**src/rtl/cpu_control_fsm.sv**
```systemverilog
// cpu_control_fsm: multi-cycle control sequencer for the 16-bit CPU.
// Fetches an instruction into ir, decodes major (ir[15:12]) and extended
// (ir[7:4]) opcodes and sequences PC, register file, ALU, flag and memory
// strobes. Memory uses a req/ready handshake with an optional timeout.
//
// Ports:
//   clk, rst_n        clock (rising edge), asynchronous active-low reset
//   mem_rdata         memory read data (instruction or load data)
//   mem_ready         memory completes the current request this cycle
//   cond_true         condition-code unit result for ir[11:8]
//   run               1 = execute, 0 = halt at next FETCH entry
//   ir                instruction register
//   mem_req/mem_we    memory request (held until ready) / write strobe
//   addr_sel          0 = PC addresses memory, 1 = Rsrc addresses memory
//   pc_en/pc_sel      PC load enable / source (PC+1, PC+imm8, Rsrc, pc_load_val)
//   pc_load_val       constant RESET_PC
//   reg_we/wb_sel     register write enable / writeback source (ALU, mem_rdata)
//   imm_sel/alu_op    ALU B operand select / ALU function
//   flags_we          flag register write enable
//   state             current state, for debug
//   illegal/bus_err   sticky unknown-opcode / memory-timeout flags
module cpu_control_fsm #(
    parameter logic [15:0] RESET_PC = 16'h0000,
    parameter int unsigned MAX_WAIT = 8
) (
    input  logic        clk,
    input  logic        rst_n,
    input  logic [15:0] mem_rdata,
    input  logic        mem_ready,
    input  logic        cond_true,
    input  logic        run,
    output logic [15:0] ir,
    output logic        mem_req,
    output logic        mem_we,
    output logic        addr_sel,
    output logic        pc_en,
    output logic [1:0]  pc_sel,
    output logic [15:0] pc_load_val,
    output logic        reg_we,
    output logic        wb_sel,
    output logic        imm_sel,
    output logic [3:0]  alu_op,
    output logic        flags_we,
    output logic [2:0]  state,
    output logic        illegal,
    output logic        bus_err
);

    typedef enum logic [2:0] {
        S_RESET  = 3'd0,
        S_FETCH  = 3'd1,
        S_DECODE = 3'd2,
        S_EXEC   = 3'd3,
        S_MEM    = 3'd4,
        S_WB     = 3'd5,
        S_HALT   = 3'd6
    } state_t;

    typedef enum logic [2:0] {K_ALU, K_BR, K_JMP, K_LD, K_ST} kind_t;

    localparam logic [3:0] OP_MOV = 4'd5;
    localparam logic [3:0] OP_LUI = 4'd6;
    localparam logic [3:0] OP_CMP = 4'd7;
    localparam int unsigned WW = (MAX_WAIT > 1) ? $clog2(MAX_WAIT + 1) : 1;

    state_t        state_q;
    kind_t         kind_q;
    logic          fetch_busy;   // fetch request already issued, must be held
    logic [WW-1:0] wait_cnt;
    logic          wait_hit;

    kind_t         dec_kind;
    logic [3:0]    dec_op;
    logic          dec_imm;
    logic          dec_ok;

    // Opcode code -> {valid, alu_op}; shared by R-type ext and immediate majors.
    function automatic logic [4:0] map_alu(input logic [3:0] c);
        case (c)
            4'b0101: map_alu = {1'b1, 4'd0};
            4'b1001: map_alu = {1'b1, 4'd1};
            4'b0001: map_alu = {1'b1, 4'd2};
            4'b0010: map_alu = {1'b1, 4'd3};
            4'b0011: map_alu = {1'b1, 4'd4};
            4'b1101: map_alu = {1'b1, 4'd5};
            4'b1011: map_alu = {1'b1, 4'd7};
            default: map_alu = 5'b0_0000;
        endcase
    endfunction

    always_comb begin
        logic [4:0] m;
        dec_ok   = 1'b1;
        dec_kind = K_ALU;
        dec_op   = 4'd0;
        dec_imm  = 1'b1;
        m        = '0;
        case (ir[15:12])
            4'b0000: begin
                m       = map_alu(ir[7:4]);
                dec_ok  = m[4];
                dec_op  = m[3:0];
                dec_imm = 1'b0;
            end
            4'b1111: dec_op = OP_LUI;
            4'b0100: begin
                case (ir[7:4])
                    4'b0000: dec_kind = K_LD;
                    4'b0100: dec_kind = K_ST;
                    4'b1100: dec_kind = K_JMP;
                    default: dec_ok   = 1'b0;
                endcase
            end
            4'b1100: dec_kind = K_BR;
            default: begin
                m      = map_alu(ir[15:12]);
                dec_ok = m[4];
                dec_op = m[3:0];
            end
        endcase
    end

    always_comb begin
        mem_req  = 1'b0;
        mem_we   = 1'b0;
        addr_sel = 1'b0;
        pc_en    = 1'b0;
        pc_sel   = 2'd0;
        reg_we   = 1'b0;
        wb_sel   = 1'b0;
        flags_we = 1'b0;
        case (state_q)
            S_RESET: begin
                // Quiet while reset is held; loads RESET_PC on the first cycle after.
                pc_en  = rst_n;
                pc_sel = 2'd3;
            end
            S_FETCH: begin
                // run only gates the first cycle; a started request is held.
                mem_req = fetch_busy | run;
                pc_en   = mem_req & mem_ready;
            end
            S_EXEC: begin
                case (kind_q)
                    K_ALU: begin
                        flags_we = (alu_op != OP_MOV) && (alu_op != OP_LUI);
                        reg_we   = (alu_op != OP_CMP);
                    end
                    K_BR: begin
                        pc_en  = cond_true;
                        pc_sel = 2'd1;
                    end
                    K_JMP: begin
                        pc_en  = cond_true;
                        pc_sel = 2'd2;
                    end
                    default: ;
                endcase
            end
            S_MEM: begin
                mem_req  = 1'b1;
                addr_sel = 1'b1;
                mem_we   = (kind_q == K_ST);
            end
            S_WB: begin
                reg_we = 1'b1;
                wb_sel = 1'b1;
            end
            default: ;
        endcase
    end

    // Fires on the MAX_WAIT-th consecutive unanswered request cycle.
    assign wait_hit = (MAX_WAIT != 0) && mem_req && !mem_ready &&
                      (wait_cnt == WW'(MAX_WAIT - 1));

    always_ff @(posedge clk or negedge rst_n) begin
        if (!rst_n) begin
            state_q    <= S_RESET;
            kind_q     <= K_ALU;
            ir         <= '0;
            alu_op     <= '0;
            imm_sel    <= 1'b0;
            illegal    <= 1'b0;
            bus_err    <= 1'b0;
            fetch_busy <= 1'b0;
            wait_cnt   <= '0;
        end else begin
            if (mem_req && !mem_ready) wait_cnt <= wait_cnt + 1'b1;
            else                       wait_cnt <= '0;

            case (state_q)
                S_RESET: state_q <= S_FETCH;
                S_FETCH: begin
                    if (!fetch_busy && !run) begin
                        state_q <= S_HALT;
                    end else if (mem_ready) begin
                        ir         <= mem_rdata;
                        fetch_busy <= 1'b0;
                        state_q    <= S_DECODE;
                    end else if (wait_hit) begin
                        bus_err    <= 1'b1;
                        fetch_busy <= 1'b0;
                        state_q    <= S_HALT;
                    end else begin
                        fetch_busy <= 1'b1;
                    end
                end
                S_DECODE: begin
                    if (dec_ok) begin
                        kind_q  <= dec_kind;
                        alu_op  <= dec_op;
                        imm_sel <= dec_imm;
                        state_q <= S_EXEC;
                    end else begin
                        illegal <= 1'b1;
                        state_q <= S_FETCH;
                    end
                end
                S_EXEC: state_q <= (kind_q == K_LD || kind_q == K_ST) ? S_MEM : S_FETCH;
                S_MEM: begin
                    if (mem_ready) begin
                        state_q <= (kind_q == K_ST) ? S_FETCH : S_WB;
                    end else if (wait_hit) begin
                        bus_err <= 1'b1;
                        state_q <= S_HALT;
                    end
                end
                S_WB:   state_q <= S_FETCH;
                S_HALT: if (run && !bus_err) state_q <= S_FETCH;
                default: state_q <= S_HALT;
            endcase
        end
    end

    assign state       = state_q;
    assign pc_load_val = RESET_PC;

endmodule

```
**config.mk**
```make
export PLATFORM = sky130hd
export DESIGN_NAME = cpu_control_fsm
export DESIGN_NICKNAME = d
export VERILOG_FILES = /design/src/rtl/cpu_control_fsm.sv
export SDC_FILE = /design/constraint.sdc
export NUM_CORES = 1
export LEC_CHECK = 0
export ABC_AREA = 1
export CORE_ASPECT_RATIO = 1.5
export CORE_MARGIN = 3
export CORE_UTILIZATION = 48
export DETAILED_ROUTE_END_ITERATION = 6
export HOLD_SLACK_MARGIN = 0.12
export PLACE_DENSITY = 0.83
export SLEW_MARGIN = 25
export SYNTH_ARGS = -nofsm -noshare
export SYNTH_HDL_FRONTEND = slang
export SYNTH_SLANG_ARGS = --single-unit
```
**constraint.sdc**
```tcl
create_clock -name clk -period 2.9 [get_ports clk]
set_input_delay 0.29 -clock clk [delete_from_list [all_inputs] [get_ports clk]]
set_output_delay 0.29 -clock clk [all_outputs]
set_load 0.05 [all_outputs]
```
==> results of run 1 <==
[cells by family (layout without fill, tap and decap cells)]
family	after synthesis	in the layout
buffers and inverters	48	90
XOR/XNOR	1	1
AO/OA/AOI/OAI	23	23
other	1	17
AND/OR/NAND/NOR	165	165
flip-flops	33	33
adder cells (fa/ha/maj)	1	1
[flip-flops by register name (all words and copies together), names as in the netlist]
name	cells
imm_sel	1
kind_q	3
bus_err	1
illegal	1
state	3
wait_cnt	4
fetch_busy	1
alu_op	3
ir	16
[area by class of cell]
class / count / area, um2 / share of cell area (%)
Clock buffer: 7 / 96.3 / 3.73
Clock inverter: 1 / 5.00 / 0.194
Inverter: 27 / 101 / 3.92
Multi-Input combinational cell: 207 / 945 / 36.5
Sequential cell: 33 / 826 / 31.9
Tap cell: 43 / 53.8 / 2.08
Timing Repair Buffer: 55 / 558 / 21.6
[metal layers]
metal / part of all wire (%) / routed length, um / vias to the layer above / global-route usage, %
met2: 53 / 2280 / 58 / 32.5
met4: 1.5 / 65 / 0 / 6.54
met5: 0 / 0 / - / 0
met1: 40 / 1700 / 801 / 21.0
li1: - / - / 938 / -
met3: 6.0 / 259 / 6 / 4.31
[worst max-delay path, stage by stage (launching register included)]
cell and delay [ps]:
sky130_fd_sc_hd__dfrtp_1 580, sky130_fd_sc_hd__nand3_1 180, sky130_fd_sc_hd__inv_1 140, sky130_fd_sc_hd__nand3_1 110, sky130_fd_sc_hd__a31oi_1 150, sky130_fd_sc_hd__clkdlybuf4s50_1 820
[layout by cell type, fill, tap and decap left out, drive strengths merged, types with 2 or more instances in the layout]
master,netlist,final
a21oi,11,11
buf,20,2
inv,27,27
nand3,36,36
dfrtp,33,33
nand2,89,89
conb,1,17
nor2,37,37
clkdlybuf4s50,0,53
clkbuf,1,7
o21ai,9,9
[report_power, final]
part / switching [uW] / total [uW] / internal (uW)
registers: 192 / 827 / 635
clock network: 163 / 378 / 214
logic: 1370 / 1990 / 624
total: 1720 / 3200 / 1470
[worst paths after layout]
| kind | from | end | slack, ps | cells past startpoint |
|---|---|---|---|---|
| setup / recovery | state[0]$_DFFE_PN0P_ | flags_we | 340 | 5 |
| hold / removal | wait_cnt[0]$_DFF_PN0_ | wait_cnt[0]$_DFF_PN0_ | 460 | 1 |
| setup reg to reg | state[0]$_DFFE_PN0P_ | kind_q[0]$_DFFE_PN0P_ | 1320 | 4 |
| hold reg to reg | wait_cnt[0]$_DFF_PN0_ | wait_cnt[0]$_DFF_PN0_ | 460 | 1 |
| max in group asynchronous | rst_n | state[1]$_DFFE_PN0P_ | 2060 | 2 |
| min in group asynchronous | rst_n | ir[13]$_DFFE_PN0P_ | 540 | 2 |
[metrics by stage]
step	total power (uW)	std cells	setup slack [ps]	hold slack (ps)	cell area, um2
floorplan	2250	288	492	-5.59	2030
global route	3400	373	210	482	2580
detailed placement	2830	365	629	451	2480
finish	3200	373	345	456	2580
CTS	3220	373	327	460	2580
global placement	2800	365	680	448	2480
==> reports/qor.tcl, run 1 <==
set qor(run_status) {complete, no violations}
set qor(setup_tns_after_final_layout_ps) 0
set qor(initial_utilization_pct) 51.7
set qor(max_cap_viol_count) 0
set qor(number_of_synthesized_register_bits) 33
set qor(combinational_family_with_the_most_area_after_synthesis) {simple AND/OR/NAND/NOR gates}
set qor(crit_fanout) 9
set qor(cts_hold_buffers) 0
set qor(worstHoldPathType) {flop to flop}
set qor(viasPerCell) 4.83
set qor(critical_path_arrival_ps) 2270
set qor(synthXorXnorAreaFrac_pct) 0.444
set qor(synth_top_area_share_pct) 41.9
set qor(synth_flop_cell) {sky130_fd_sc_hd__dfrtp_1}
set qor(synth.cell_area_um2) 1970
set qor(ys.warnings.count) 0
set qor(post_route_cells_drive_above_1_share_pct) 7.58
set qor(detail_route.wl_per_cell_um) 11.5
set qor(yosysMostFrequentCell) {sky130_fd_sc_hd__nand2_1}
set qor(worstMarginPinSlew_ps) 601
set qor(min_period_ps) 2560
set qor(cp-end-kind) {primary output}
set qor(fmax_mhz) 391
set qor(cts.root.buffer_cell) {sky130_fd_sc_hd__clkbuf_8}
set qor(dieWidth_um) 58.4
set qor(post_layout_utilization_of_the_core_pct) 67.7
set qor(placement_rows) 27
set qor(rsz0062_at_grt) {no}
set qor(largest_net_degree_at_the_start_of_global_routing) 34
set qor(area_growth_syn_to_layout_pct) 31.0
set qor(powerDensity_nw_per_um2) 1240
set qor(antenna_cells_inserted) 0
set qor(area_enclosed_by_the_die_boundary_um2) 4930
set qor(finalHoldViolations) 0
set qor(muxShareOfSynthArea_pct) 0
set qor(io-pin-count) 72
set qor(final_nets) 351
set qor(vdd_drop_max_mv) 0.783
set qor(clock_tree_from_tritoncts) {done}
set qor(worstSetupPathType) {flop to primary output}
set qor(globalRoute.totalOverflow) 0
set qor(core_um2) 3820
set qor(timing_max_transition_violations_final) 0
set qor(clockBufferDepth) 2
set qor(cts_setup_buffers) 0
set qor(post_synth_and_or_nand_nor_area_fraction_pct) 37.5
set qor(fillerInstances) 331
set qor(netlist_instances) 272
set qor(wire_length_of_the_first_global_routing_pass_um) 7000
set qor(synth_fa_ha_area_share_pct) 0.634
set qor(detailedPlacementHpwl_um) 3400
set qor(yosys.cell_types.count) 27
set qor(drtPass1Iterations) 4
set qor(die_h_um) 84.5
set qor(synth_top_area_cell) {sky130_fd_sc_hd__dfrtp_1}
set qor(global_route.usage.total_pct) 18.4
set qor(layout_worst_path_cycle_share_pct) 88.1
set qor(worst_setup_hold_path_clk_slew_ps) 60
set qor(antenna_left) 0
set qor(grt_antenna_before_repair) 0
set qor(synth_async_sr_flop_share_pct) 100
set qor(startpoint_type) {flop}
set qor(postCtsResizedCells) 0
set qor(num_vias) 1803
set qor(clk_latency_ps) 280
set qor(number_of_enable_flip_flop_cells_after_synthesis) 0
set qor(synth_top_cells_by_count) {sky130_fd_sc_hd__nand2_1 (84), sky130_fd_sc_hd__nand3_1 (34), sky130_fd_sc_hd__dfrtp_1 (33), sky130_fd_sc_hd__nor2_1 (33), sky130_fd_sc_hd__inv_1 (25)}
set qor(critical_path_required_ps) 2610
set qor(htreeDepth) 2
set qor(slew_headroom_pct) 59.7
set qor(wirelength_um) 4310
set qor(drc_errors) 0
set qor(clock_sinks) 33
set qor(syn_area_per_cell_um2) 7.25
set qor(leakage_uw) 0.00133
set qor(timing.final.setup_violations) 0
set qor(gp_routability_congestion) 0.843
set qor(port-buffer-count) 54
set qor(main_area_contributors_after_synthesis) {sky130_fd_sc_hd__dfrtp_1 (42%), sky130_fd_sc_hd__nand2_1 (16%), sky130_fd_sc_hd__nand3_1 (8.6%)}
set qor(initialDrtViolationCount) 52
set qor(ys_seq_area_share_pct) 41.9
set qor(tritoncts.num_buffers) 5
set qor(synth_compound_area_share_pct) 6.09
set qor(number_of_global_route_vias_before_repair) 1617
set qor(timing.clock.skew_ps) 5.60
Power figures use the tool's default switching activity.
==> run 2: changes to the inputs <==
- RECOVER_POWER: unset -> 100
==> run 2 against run 1 <==
The flow now finishes with violations (max-capacitance violations, max-slew violations); utilization shrank 0.62 points; combinational power down 5%; largest cell class unchanged; global-route usage unchanged; critical endpoint unchanged; first-iteration DRC count decreased by 7.7%; highest routed layer unchanged.
==> reports/qor.tcl, run 2 (synthesis results as in run 1) <==
set qor(run_status) {finished with violations}
set qor(violated_checks) {max-capacitance violations, max-slew violations}
set qor(power_switching_uw) 1700 ;# -1.2%
set qor(die_h_um) 84.5 ;# unchanged
set qor(port-buffer-count) 54 ;# unchanged
set qor(fmax_mhz) 379 ;# -3.2%
set qor(postCtsResizedCells) 0 ;# unchanged
set qor(worstSetupPathType) {flop to primary output}
set qor(initialDrtViolationCount) 48 ;# -7.7%
set qor(mostFrequentLayoutCells) {sky130_fd_sc_hd__nand2_1 (88), sky130_fd_sc_hd__dlygate4sd3_1 (35), sky130_fd_sc_hd__nand3_1 (34), sky130_fd_sc_hd__nor2_1 (33), sky130_fd_sc_hd__dfrtp_1 (33)}
set qor(clock_tree_from_tritoncts) {done}
set qor(wire_length_of_the_first_global_routing_pass_um) 7000 ;# unchanged
set qor(cp-end-kind) {primary output}
set qor(dieWidth_um) 58.4 ;# unchanged
set qor(leakage_uw) 0.00135 ;# +1.3%
set qor(cts_hold_buffers) 0 ;# unchanged
set qor(rsz0062_at_grt) {no}
set qor(core_um2) 3820 ;# unchanged
set qor(powerDensity_nw_per_um2) 1210 ;# -2.1%
set qor(post_layout_utilization_of_the_core_pct) 67.1 ;# -0.62 points
set qor(tritoncts.num_buffers) 5 ;# unchanged
set qor(slew_headroom_pct) -15.8 ;# -76 points
set qor(drc_errors) 0 ;# unchanged
set qor(detailedPlacementHpwl_um) 3400 ;# unchanged
set qor(reg2reg_to) {kind_q[0]$_DFFE_PN0P_}
set qor(finalHoldViolations) 0 ;# unchanged
set qor(layout_worst_path_cycle_share_pct) 91.0 ;# +2.9 points
set qor(grt_antenna_before_repair) 0 ;# unchanged
set qor(placement_rows) 27 ;# unchanged
set qor(timing.final.setup_violations) 0 ;# unchanged
set qor(globalRoute.totalOverflow) 0 ;# unchanged
set qor(cts_setup_buffers) 0 ;# unchanged
set qor(met2_wirelength_um) 2310 ;# +1.3%
set qor(sw_frac_of_total_pct) 54.9 ;# +1.0 points
set qor(startpoint_type) {flop}
set qor(area_enclosed_by_the_die_boundary_um2) 4930 ;# unchanged
set qor(timing_max_transition_violations_final) 34 ;# +34
set qor(largest_registers) {ir x16, wait_cnt x4}
set qor(critical_path.startpoint) {state[2]$_DFFE_PN0P_}
set qor(io-pin-count) 72 ;# unchanged
set qor(final_nets) 351 ;# unchanged
set qor(number_of_global_route_vias_before_repair) 1617 ;# unchanged
set qor(worstMarginPinSlew_ps) 1740 ;# +1140 ps
set qor(cts.root.buffer_cell) {sky130_fd_sc_hd__clkbuf_8}
set qor(met1Wirelength_um) 1660 ;# -2.9%
set qor(timing.clock.skew_ps) 6.05 ;# +0.450 ps
set qor(num_vias) 1807 ;# +0.22%
set qor(drtPass1Iterations) 4 ;# unchanged
set qor(route.met3.wl_um) 264 ;# +1.9%
set qor(seqPwrFrac_pct) 26.4 ;# +0.5 points
set qor(post_route_cells_drive_above_1_share_pct) 5.45 ;# -2.1 points
set qor(clockBufferDepth) 2 ;# unchanged
set qor(worst_setup_hold_path_clk_slew_ps) 60 ;# about the same
set qor(htreeDepth) 2 ;# unchanged
set qor(power_frac_comb_pct) 61.5 ;# -0.8 points
set qor(area_growth_syn_to_layout_pct) 29.8
set qor(p_int_uw) 1400 ;# -5.1%
set qor(critical_path_required_ps) 2610 ;# about the same
set qor(detail_route.wl_per_cell_um) 11.5 ;# -0.35%
set qor(worstSetupEndpoint) {flags_we}
set qor(largest_register_ffs) 16 ;# unchanged
set qor(most_frequent_standard_cell_in_the_layout_excluding_fill_and_tap_cells) {sky130_fd_sc_hd__nand2_1}
set qor(largest_net_degree_at_the_start_of_global_routing) 34 ;# unchanged
set qor(wirelength_um) 4290 ;# -0.35%
set qor(gp_routability_congestion) 0.843 ;# unchanged
set qor(initial_utilization_pct) 51.7 ;# unchanged
set qor(vdd_drop_max_mv) 0.768 ;# -1.9%
set qor(clk_latency_ps) 280 ;# about the same
set qor(cpMaxStageDelayCell) {sky130_fd_sc_hd__dlygate4sd3_1}
set qor(slowest_delay_ps) 890 ;# +70 ps
set qor(antenna_left) 0 ;# unchanged
set qor(top_register) {ir}
set qor(share_clk_of_total_power_pct) 12.2 ;# +0.4 points
set qor(clock_sinks) 33 ;# unchanged
set qor(top_layer_used) {met4}
set qor(worstHoldPathType) {flop to flop}
set qor(critical_path_arrival_ps) 2350 ;# +80 ps
set qor(cp_cell_sequence) {inv_1, nand3_1, inv_1, nand3_1, a31oi_1, dlygate4sd3_1}
set qor(antenna_cells_inserted) 0 ;# unchanged
set qor(r2r_cells) 4 ;# unchanged
set qor(global_route.usage.total_pct) 18.4 ;# unchanged
set qor(max_cap_viol_count) 1 ;# +1
set qor(reg2reg_slack_ps) 890 ;# -430 ps
set qor(viasPerCell) 4.84 ;# +0.22%
set qor(rr_startpoint) {state[0]$_DFFE_PN0P_}
set qor(setup_tns_after_final_layout_ps) 0 ;# unchanged
set qor(crit_fanout) 7 ;# -2
set qor(min_period_ps) 2640 ;# +84.0 ps
run 2: cell types whose count changed in the layout (fill, tap and decap cells not counted), moves of 3 or more:
cell and delta:
sky130_fd_sc_hd__clkdlybuf4s50_1 -35, sky130_fd_sc_hd__nand2_2 -3, sky130_fd_sc_hd__nand2_1 +4, sky130_fd_sc_hd__dlygate4sd3_1 +35
run 2: routing by layer:
metal  track usage (%)  up-vias
li1                  -      940
met1              21.0      799
met2              32.5       62
met3              4.31        6
met4              6.54        0
met5                 0        -
run 2: how the worst min path moves through the flow:
stage | slack [ps] | to | start | cells past startpoint
final | 460 | wait_cnt[0]$_DFF_PN0_ | wait_cnt[0]$_DFF_PN0_ | 1
after global placement | 450 | wait_cnt[0]$_DFF_PN0_ | wait_cnt[0]$_DFF_PN0_ | 1
after detailed placement | 450 | wait_cnt[0]$_DFF_PN0_ | wait_cnt[0]$_DFF_PN0_ | 1
after global routing | 480 | wait_cnt[0]$_DFF_PN0_ | wait_cnt[0]$_DFF_PN0_ | 1
after floorplan | -6 | alu_op[0]$_DFFE_PN0P_ | rst_n | 0
after CTS | 460 | wait_cnt[0]$_DFF_PN0_ | wait_cnt[0]$_DFF_PN0_ | 1
run 2: per-stage QoR:
stage / setup slack (ps) / std cells / instance area, um2 / power, uW / hold WS, ps
6_report: 261 / 373 / 2560 / 3100 / 455
5_1_grt: 113 / 373 / 2560 / 3310 / 482
4_1_cts: 327 / 373 / 2580 / 3220 / 460
3_5_place_dp: 629 / 365 / 2480 / 2830 / 451
3_3_place_gp: 680 / 365 / 2480 / 2800 / 448
2_1_floorplan: 492 / 288 / 2030 / 2250 / -5.59
run 2: area by class of cell:
class | count | area (um2)
well taps | 43 | 53.8
inverters | 27 | 101
multi-input cells | 207 | 925
clock inverters | 1 | 5.00
repair buffers | 55 | 554
clock buffers | 7 | 96.3
fillers | 338 | 1260
flip-flops and latches | 33 | 826
run 2: worst max-delay path, delay by kind of cell, from the launching register on:
family	cells	cell delay [ps]
AO/OA/AOI/OAI	1	140
flip-flops	1	450
buffers and inverters	3	1230
AND/OR/NAND/NOR	2	260
run 2: power groups by stage:
stage                     Sequential [uW]  Combinational, uW  Clock (uW)
after CTS                             826               2000         388
after detailed placement              833               2000           0
final                                 817               1900         377
after floorplan                      1320                926           0
after global routing                  849               2050         408
after global placement                829               1980           0
